===== config.mk =====
export PLATFORM = sky130hd
export DESIGN_NAME = if_fetch_unit_flat
export DESIGN_NICKNAME = d
export VERILOG_FILES = /design/src/rtl/if_fetch_unit_if.sv /design/src/rtl/if_fetch_unit.sv /design/src/flat_wrapper.sv
export SDC_FILE = /design/constraint.sdc
export NUM_CORES = 1
export LEC_CHECK = 0
export ABC_AREA = 0
export BUFFER_PORTS_ARGS = -buffer_cell sky130_fd_sc_hd__buf_2
export CORE_MARGIN = 5
export CORE_UTILIZATION = 45
export CTS_BUF_LIST = sky130_fd_sc_hd__clkbuf_16
export CTS_CLUSTER_DIAMETER = 30
export DETAILED_ROUTE_END_ITERATION = 6
export PLACE_DENSITY_LB_ADDON = 0.1
export SYNTH_ARGS = -nofsm -noshare
export SYNTH_HDL_FRONTEND = slang
export SYNTH_SLANG_ARGS = --single-unit

===== constraint.sdc =====
create_clock -name clk -period 2.2 [get_ports clk]
set_input_delay 0.11 -clock clk [delete_from_list [all_inputs] [get_ports clk]]
set_output_delay 0.11 -clock clk [all_outputs]
set_load 0.1 [all_outputs]

===== src/rtl/if_fetch_unit_if.sv =====
// rtl/if_fetch_unit_if.sv - instruction-memory req/ack fetch bus
interface if_fetch_unit_if;
    logic        imem_req;
    logic [31:0] imem_addr;
    logic        imem_ack;
    logic [31:0] imem_rdata;

    modport master (output imem_req, output imem_addr, input imem_ack, input imem_rdata);
    modport slave  (input imem_req, input imem_addr, output imem_ack, output imem_rdata);
endinterface


===== src/rtl/if_fetch_unit.sv =====
// rtl/if_fetch_unit.sv - instruction fetch stage with PC, req/ack fetch and timeout retry
// Optional sticky misalignment flag: define IF_ALIGN_CHECK_EN.
module if_fetch_unit #(
    parameter logic [31:0] RESET_PC = 32'h0000_0000,
    parameter int          MAX_WAIT = 15
) (
    input  logic                    clk,
    input  logic                    rst,
    input  logic [31:0]             i_npc,
    input  logic                    i_advance,
    if_fetch_unit_if.master         bus,
    output logic [31:0]             o_pc,
    output logic [31:0]             o_instr,
    output logic                    o_instr_valid,
    output logic                    o_fetch_err,
    output logic                    o_pc_misalign
);
    typedef enum logic [1:0] {S_IDLE, S_WAIT, S_VALID} state_t;

    localparam logic [7:0] LP_LAST = 8'(MAX_WAIT - 1);

    state_t      r_state, w_state_nxt;
    logic        r_req, w_req_nxt;
    logic [31:0] r_pc, w_pc_nxt;
    logic [31:0] r_instr, w_instr_nxt;
    logic        r_valid, w_valid_nxt;
    logic        r_err, w_err_nxt;
    logic [7:0]  r_cnt, w_cnt_nxt;
    logic        w_timeout;

    assign w_timeout = (r_cnt == LP_LAST);

    always_ff @(posedge clk or posedge rst) begin
        if (rst) begin
            r_state <= S_IDLE;
            r_req   <= 1'b0;
            r_pc    <= RESET_PC;
            r_instr <= 32'h0;
            r_valid <= 1'b0;
            r_err   <= 1'b0;
            r_cnt   <= 8'h0;
        end else begin
            r_state <= w_state_nxt;
            r_req   <= w_req_nxt;
            r_pc    <= w_pc_nxt;
            r_instr <= w_instr_nxt;
            r_valid <= w_valid_nxt;
            r_err   <= w_err_nxt;
            r_cnt   <= w_cnt_nxt;
        end
    end

    always_comb begin
        w_state_nxt = r_state;
        case (r_state)
            S_IDLE:  w_state_nxt = S_WAIT;
            S_WAIT: begin
                if (bus.imem_ack)   w_state_nxt = S_VALID;
                else if (w_timeout) w_state_nxt = S_IDLE;
            end
            S_VALID: if (i_advance) w_state_nxt = S_WAIT;
            default: w_state_nxt = S_IDLE;
        endcase
    end

    // Ack is checked before timeout so a last-cycle ack wins over the error.
    always_comb begin
        w_req_nxt   = r_req;
        w_pc_nxt    = r_pc;
        w_instr_nxt = r_instr;
        w_valid_nxt = r_valid;
        w_err_nxt   = 1'b0;
        w_cnt_nxt   = r_cnt;
        case (r_state)
            S_IDLE: begin
                w_req_nxt = 1'b1;
                w_cnt_nxt = 8'h0;
            end
            S_WAIT: begin
                if (bus.imem_ack) begin
                    w_instr_nxt = bus.imem_rdata;
                    w_valid_nxt = 1'b1;
                    w_req_nxt   = 1'b0;
                end else if (w_timeout) begin
                    w_err_nxt = 1'b1;
                    w_req_nxt = 1'b0;
                    w_cnt_nxt = 8'h0;
                end else begin
                    w_cnt_nxt = r_cnt + 8'h1;
                end
            end
            S_VALID: begin
                if (i_advance) begin
                    w_pc_nxt    = {i_npc[31:2], 2'b00};
                    w_valid_nxt = 1'b0;
                    w_req_nxt   = 1'b1;
                    w_cnt_nxt   = 8'h0;
                end
            end
            default: begin
                w_req_nxt   = 1'b0;
                w_valid_nxt = 1'b0;
            end
        endcase
    end

`ifdef IF_ALIGN_CHECK_EN
    logic r_misalign;

    always_ff @(posedge clk or posedge rst) begin
        if (rst)
            r_misalign <= 1'b0;
        else if (r_state == S_VALID && i_advance && i_npc[1:0] != 2'b00)
            r_misalign <= 1'b1;
    end

    assign o_pc_misalign = r_misalign;
`else
    logic w_unused_npc_lo;

    assign w_unused_npc_lo = ^i_npc[1:0];
    assign o_pc_misalign   = 1'b0;
`endif

    assign bus.imem_req  = r_req;
    assign bus.imem_addr = r_pc;
    assign o_pc          = r_pc;
    assign o_instr       = r_instr;
    assign o_instr_valid = r_valid;
    assign o_fetch_err   = r_err;
endmodule

===== src/flat_wrapper.sv =====
// flat-port wrapper written by rule: the top's interface ports become plain ports
module if_fetch_unit_flat 
#(
    parameter logic [31:0] RESET_PC = 32'h0000_0000,
    parameter int          MAX_WAIT = 15
)
  (clk, rst, i_npc, i_advance, o_pc, o_instr, o_instr_valid, o_fetch_err, o_pc_misalign, bus_imem_req, bus_imem_addr, bus_imem_ack, bus_imem_rdata);
  if_fetch_unit_if bus_i ();
  input  logic clk;
  input  logic rst;
  input  logic [31:0] i_npc;
  input  logic i_advance;
  output logic [31:0] o_pc;
  output logic [31:0] o_instr;
  output logic o_instr_valid;
  output logic o_fetch_err;
  output logic o_pc_misalign;
  output wire logic [$bits(bus_i.imem_req)-1:0] bus_imem_req;
  output wire logic [$bits(bus_i.imem_addr)-1:0] bus_imem_addr;
  input wire logic [$bits(bus_i.imem_ack)-1:0] bus_imem_ack;
  input wire logic [$bits(bus_i.imem_rdata)-1:0] bus_imem_rdata;
  assign bus_imem_req = bus_i.imem_req;
  assign bus_imem_addr = bus_i.imem_addr;
  assign bus_i.imem_ack = bus_imem_ack;
  assign bus_i.imem_rdata = bus_imem_rdata;
  if_fetch_unit #(.RESET_PC(RESET_PC), .MAX_WAIT(MAX_WAIT)) u_core (.clk(clk), .rst(rst), .i_npc(i_npc), .i_advance(i_advance), .bus(bus_i), .o_pc(o_pc), .o_instr(o_instr), .o_instr_valid(o_instr_valid), .o_fetch_err(o_fetch_err), .o_pc_misalign(o_pc_misalign));
endmodule

==> impl_results.md, run 1 <==
* Status: finished, final reports clean
* Clk_skew at 0.006576 ns
* CTS tree: built
* Hold EP: u_core.o_instr[22]$_DFFE_PP0P_
* Yosys warns at 0
* Ratio of final minimum period to clock period at 70.20%
* TNS Setup at 0 ns
* Initial antenna violation count at 0
* DR DRC count at 0
* Worst hold-check path type: in -> reg
* Drt first-iter violations at 45
* Worst slew pin tran at 0.5098 ns
* Pin count of the biggest net entering global routing at 37
* Largest area contributor in the netlist: dfrtp_1
* Synth unique cells at 29
* Die Span Y at 94.12 um
* Hold path cells at 2
* Seq cells post-synth at 74
* Detail Route Antenna Nets at 0
* Nets at 442
* Port buffer count at 160
* Via count of the first global-routing pass at 2210
* Req. time, crit path at 2.44 ns
* Clock tree root buffer cell: clkbuf_16
* Setup repair bufs after CTS at 0
* Final Hold Vio Count at 0
* Met2 Use GR at 25.78%
* Met1 Use GR at 19.41%
* Starting Density at 46.61%
* R2r worst-path depth at 4
* EDFF count, synth at 0
* Reg2reg start: u_core.r_state[1]$_DFFE_PP0P_
* Area Growth Syn to Fin at 30.84%
* Crit-path max FO at 8
* CP Class: reg -> reg
* Top FF cell, synth: dfrtp_1
* Count leader, synth: dfrtp_1
* Drt total wl at 6869 um
* Max Slew Vio Count at 0
* Top cells by area, synth: dfrtp_1 (58%), mux2_2 (22%), buf_4 (8.3%)
* Ant diodes at 0
* Routed len/inst at 14.52 um
* Top cells by count, synth: dfrtp_1 (74), mux2_2 (62), buf_4 (35)
* Hpwl dp at 5234 um
* RSZ-0062 raised after global routing: no
* DIE AREA at 8859 um2
* Clock Pin Slew Worst Setup and Hold Paths at 0.06 ns
* Vias at 2216
* Die X at 94.12 um
* Skew-Pair Late Insertion Delay at 0.32 ns
* Worst Path Arrival at 1.79 ns
* CTS Sinks at 74
* GRT Total Usage at 15.88%
* Ys async rst share at 100.0%
* Final Critical Period at 1.544 ns
* Final GP Congestion at 0.7593
* R2R Path End: u_core.r_cnt[7]$_DFFE_PP0P_
* DRT Pass-1 Iters at 3
* # IOs at 168
* Gr busiest metal: met2
* Worst hold start: bus_imem_rdata[22]
* Syn Area/Cell at 13.67 um2
* Reg-to-reg setup timing slack at 0.66 ns
* Synthesized instance count at 233
* Vias/cell at 4.685
* Rel. slew slack at 65.96%
* Total CTS buffers at 9
* Max-Cap Viols at 0
* Post-Syn Area at 3184 um2
* Layout cell share with drive strength beyond 1 at 64.72%
* GRT overflow at 0
* Highest clock rate at 647.5 MHz
* First-pass GRT wire length at 10870 um
* CTS Buffer Depth at 2
* GR Util met3 at 4.808%
* Startpoint types: flop
* Seq/Total Area, Yosys at 58.15%
* Yosys top cell area share at 58.15%
* Crit. End Element: flop
* Core area at 6832 um2
* Final setup fails at 0
* Maximum level of the CTS H-tree at 3
* FP Rows at 30
* Crit. Startpoint: u_core.r_state[1]$_DFFE_PP0P_
==> area by class of cell <==
class / count / area [um2]
clock inverters: 7 / 61.31
repair buffers: 165 / 853.3
multi-input cells: 120 / 1047
flip-flops and latches: 74 / 1852
fillers: 582 / 2665
well taps: 96 / 120.1
inverters: 2 / 7.507
clock buffers: 9 / 225.2
==> worst max-delay path, cell delays in order, from the launching register on <==
cell	delay [ns]
dfrtp_1	0.44
nand2b_1	0.25
nand2_4	0.12
or4_1	0.51
a21oi_1	0.15
==> what timing repair did <==
item	CTS	global route
hold endpoints to repair	21	0
hold buffers	1	0
resized for setup	0	0
==> sequential cells by signal (all words and copies together) (netlist names) <==
register and flops:
u_core.o_instr 32, u_core.bus.imem_addr 30, u_core.r_cnt 8, u_core.r_state 2
u_core.o_fetch_err 1, u_core.o_instr_valid 1
==> worst max-delay path by stage <==
stage	end	slack, ns
after floorplan	u_core.bus.imem_addr[10]$_DFFE_PP0P_	0.21
after global placement	u_core.r_cnt[7]$_DFFE_PP0P_	0.67
after detailed placement	u_core.r_cnt[7]$_DFFE_PP0P_	0.66
after CTS	u_core.r_cnt[7]$_DFFE_PP0P_	0.64
after global routing	u_core.r_cnt[6]$_DFFE_PP0P_	0.55
final	u_core.r_cnt[7]$_DFFE_PP0P_	0.66
==> through the flow <==
stage,hold WS (ns),util (%),area [um2],setup WS (ns),instances
after floorplan,0.1821,-,3199,0.2081,237
after global placement,0.1663,56.65,3870,0.6703,456
after detailed placement,0.1771,56.65,3870,0.6612,456
after CTS,0.006069,60.99,4167,0.6389,473
after global routing,0.004178,60.99,4167,0.5522,473
final,0.01552,60.99,4167,0.6557,473
==> cell usage in the layout (no fill, tap or decap), drive strengths merged, types with 3 or more instances in the layout <==
cell type / netlist / layout
buf: 41 / 164
clkbuf: 0 / 9
o21ai: 6 / 6
clkinv: 0 / 3
nand2: 9 / 9
nor2: 7 / 7
inv: 2 / 3
nand3b: 3 / 3
mux2: 62 / 62
dfrtp: 74 / 74
xor2: 3 / 3
nand4: 3 / 3
nand3: 3 / 3
conb: 1 / 5
a21oi: 3 / 3
==> per-layer routing <==
metal  share of wire (%)  routed length, um
met5                   0                  0
met4                 1.8                124
met3                 9.8                674
met2                  48               3331
met1                  40               2739
==> cell families (layout without fill, tap and decap cells) <==
group                      after synthesis  count (layout)  share of synthesized area [%]
muxes                                   62              62                          21.93
DFF                                     74              74                          58.15
and+or+nand+nor                         37              37                          6.444
other                                    1               5                         0.1178
buffers and inverters                   43             183                          9.430
adders and majority gates                2               2                         0.7857
xor gates and xnor gates                 3               3                         0.8253
AOI/OAI and AO/OA                       11              11                          2.318
Power of run 1 is left out: the tool's default activity adds up to more than one toggle a clock period on the data nets, which glitch-free logic cannot reach.
==> run 2: changes to the inputs <==
- ABC_AREA: 0 -> 1
- CORE_UTILIZATION: 45 -> 46
- clock period: 2.2 -> 1.55 ns (I/O delays scaled with it)
==> run 2 against run 1 <==
Effect of this change:
- fmax is 12% higher
- hold slack worse by 0.0076 ns
- flip-flop and latch count stayed put
- core utilization is 8.5 points higher
- wire length is 22% higher
- non-clock buffer count is 65 higher
- final area is 19% higher
- critical path depth is 3 higher
- clock skew is 0.00097 ns lower
- clock-buffer cell count stayed put
- via count is 29% higher
==> impl_results.md, run 2 <==
* Status: finished, final reports clean
* Worst path most repeated cell: inv_1
* Detail Route Antenna Nets at 0 (unchanged)
* Max FFs per register at 32 (unchanged)
* Die Span Y at 94.97 um (+0.90%)
* GRT Total Usage at 19.11% (+3.2 points)
* Worst slew pin tran at 0.5018 ns (-0.008014 ns)
* Reg-to-reg setup timing slack at 0.17 ns (-0.48 ns)
* CTS Buffer Depth at 2 (unchanged)
* Worst hold-check path type: in -> reg
* Crit path to: u_core.r_cnt[0]$_DFFE_PP0P_
* EDFF count, synth at 0 (unchanged)
* Skew-Pair Late Insertion Delay at 0.32 ns (about the same)
* CP Class: reg -> reg
* Layout cell share with drive strength beyond 1 at 40.74% (-24 points)
* Vias at 2869 (+29%)
* Drt total wl at 8405 um (+22%)
* R2R Path End: u_core.r_cnt[0]$_DFFE_PP0P_
* # IOs at 168 (unchanged)
* R2r worst-path depth at 7 (+3)
* Pin count of the biggest net entering global routing at 33 (-11%)
* Largest area contributor in the netlist: dfrtp_1
* Crit. Startpoint: u_core.r_cnt[0]$_DFFE_PP0P_
* Top FF cell, synth: dfrtp_1
* Final Critical Period at 1.376 ns (-0.1686 ns)
* Slowest cell on the critical path: dfrtp_1
* DIE AREA at 9018 um2 (+1.8%)
* Vias/cell at 4.490 (-4.2%)
* Ys async rst share at 100.0% (unchanged)
* Nets at 606 (+37%)
* Crit. End Element: flop
* Setup repair bufs after CTS at 0 (unchanged)
* Core area at 7137 um2 (+4.5%)
* Post-Syn Area at 3321 um2 (+4.3%)
* PostCTS Resize Cnt at 0 (unchanged)
* Routed len/inst at 13.15 um (-9.4%)
* RSZ-0062 raised after global routing: no
* Max-Cap Viols at 0 (unchanged)
* Seq/Total Area, Yosys at 55.76% (-2.4 points)
* Area Growth Syn to Fin at 49.28%
* Top cells by count, synth: nand2_1 (131), dfrtp_1 (74), buf_4 (39)
* FP Rows at 31 (+3.3%)
* Final GP Congestion at 0.7994 (+5.3%)
* Synthesized instance count at 337 (+45%)
* Max Slew Vio Count at 0 (unchanged)
* Hpwl dp at 5618 um (+7.3%)
* Met2 WL post-DR at 4180 um (+25%)
* Hold path cells at 2 (unchanged)
* Ant diodes at 0 (unchanged)
* Clock Pin Slew Worst Setup and Hold Paths at 0.05 ns (about the same)
* Critical path's largest stage delay at 0.40 ns (-0.11 ns)
* Startpoint types: flop
* Synth unique cells at 25 (-14%)
* Met1 wire length at 3287 um (+20%)
* Highest-count cells in the layout ignoring fill and taps: buf_2 (160), nand2_1 (131), dfrtp_1 (73)
* DR DRC count at 0 (unchanged)
* Final setup fails at 0 (unchanged)
* Met3 wire length at 875 um (+30%)
* Crit-path max FO at 4 (-4)
* TNS Setup at 0 ns (unchanged)
* DRT Pass-1 Iters at 4 (+1)
* First-pass GRT wire length at 13480 um (+24%)
* Rel. slew slack at 66.48% (+0.51 points)
* Via count of the first global-routing pass at 2917 (+32%)
* CTS tree: built
* Port buffer count at 160 (unchanged)
* Reg2reg start: u_core.r_cnt[0]$_DFFE_PP0P_
* Initial antenna violation count at 0 (unchanged)
* Count leader, synth: nand2_1
* Clock tree root buffer cell: clkbuf_16
* Total CTS buffers at 9 (unchanged)
* Final Hold Vio Count at 0 (unchanged)
* Starting Density at 46.53% (-0.083 points)
* Die X at 94.97 um (+0.90%)
* GRT overflow at 0 (unchanged)
* Top sig layer: met4
* Ratio of final minimum period to clock period at 88.76% (+19 points)
* CTS Sinks at 74 (unchanged)
* Seq cells post-synth at 74 (unchanged)
* Worst hold start: i_npc[4]
* Syn Area/Cell at 9.854 um2 (-28%)
* Highest clock rate at 726.9 MHz (+12%)
* Drt first-iter violations at 60 (+33%)
* CP Cell Sequence: inv_1 -> ha_1 -> nand3_1 -> nor2_1 -> inv_1 -> nand4_1 -> nand2_1
* Yosys warns at 0 (unchanged)
* Clk_skew at 0.005610 ns (-0.0009666 ns)
* Yosys top cell area share at 55.76% (-2.4 points)
* Top cells by area, synth: dfrtp_1 (56%), nand2_1 (15%), mux2_2 (9.5%)
* Most common cell after layout, fill and taps aside: buf_2
* Req. time, crit path at 1.75 ns (-0.69 ns)
* Worst Path Arrival at 1.58 ns (-0.21 ns)
* Maximum level of the CTS H-tree at 3 (unchanged)
* CTS Hold Buffers Added at 62 (+61)
-- run 2: cell count changes in the layout (fill, tap and decap cells not counted), sizes merged, moves of 4 or more --
| cell | before | now |
|---|---|---|
| nand2 | 9 | 132 |
| dlygate4sd3 | 1 | 62 |
| mux2 | 62 | 30 |
| inv | 3 | 17 |
| nand3 | 3 | 8 |
| nor2 | 7 | 12 |
| buf | 164 | 168 |
| nand4 | 3 | 7 |
| o21ai | 6 | 2 |
-- run 2: how the worst min path moves through the flow --
stage                                          end  slack [ns]
2_1_floorplan        u_core.o_instr[0]$_DFFE_PP0P_        0.19
3_3_place_gp   u_core.bus.imem_addr[6]$_DFFE_PP0P_        0.14
3_5_place_dp   u_core.bus.imem_addr[6]$_DFFE_PP0P_        0.14
4_1_cts        u_core.bus.imem_addr[4]$_DFFE_PP0P_       0.001
5_1_grt        u_core.bus.imem_addr[4]$_DFFE_PP0P_       0.003
6_report       u_core.bus.imem_addr[4]$_DFFE_PP0P_       0.008
-- run 2: cell type report --
type                       instances  area (um2)
clock buffer                       9       225.2
clock inverter                     6       82.58
fill                             565        2180
inverter                          18       71.32
multi-input combinational        203        1070
sequential                        74        1853
tap                               99       123.9
timing repair buffer             230        1531
-- run 2: metal layers --
layer / GRT usage (%) / vias up
li1: - / 1416
met4: 7.332 / 0
met2: 32.41 / 121
met1: 22.81 / 1325
met5: 0 / -
met3: 5.737 / 7
-- run 2: cells by family (layout without fill, tap and decap cells) --
kind of cell,count (synthesis),after routing,synth area share [%]
muxes,30,30,10.17
buffers and inverters,64,263,12.47
other,1,5,0.1129
adders and majority gates,2,2,0.7535
and+or+nand+nor,160,160,19.40
AOI/OAI and AO/OA,5,5,1.055
DFF,74,74,55.77
xor gates and xnor gates,1,1,0.2638
-- run 2: per-stage QoR --
step | instance area [um2] | utilization [%] | hold slack [ns] | setup WS (ns) | instances
floorplan | 3341 | - | 0.1871 | 0.03505 | 341
global placement | 4029 | 56.45 | 0.1401 | 0.1989 | 562
detailed placement | 4029 | 56.45 | 0.1395 | 0.1784 | 562
CTS | 4957 | 69.46 | 0.001106 | 0.1663 | 639
global route | 4957 | 69.46 | 0.002993 | 0.03061 | 639
finish | 4957 | 69.46 | 0.007928 | 0.1742 | 639
-- run 2: worst max-delay path, delay by kind of cell (launching register included) --
family	cells	cell delay (ns)
adders and majority gates	1	0.15
buffers and inverters	2	0.22
DFF	1	0.40
and+or+nand+nor	4	0.49
Power of run 2 is left out for the same reason.
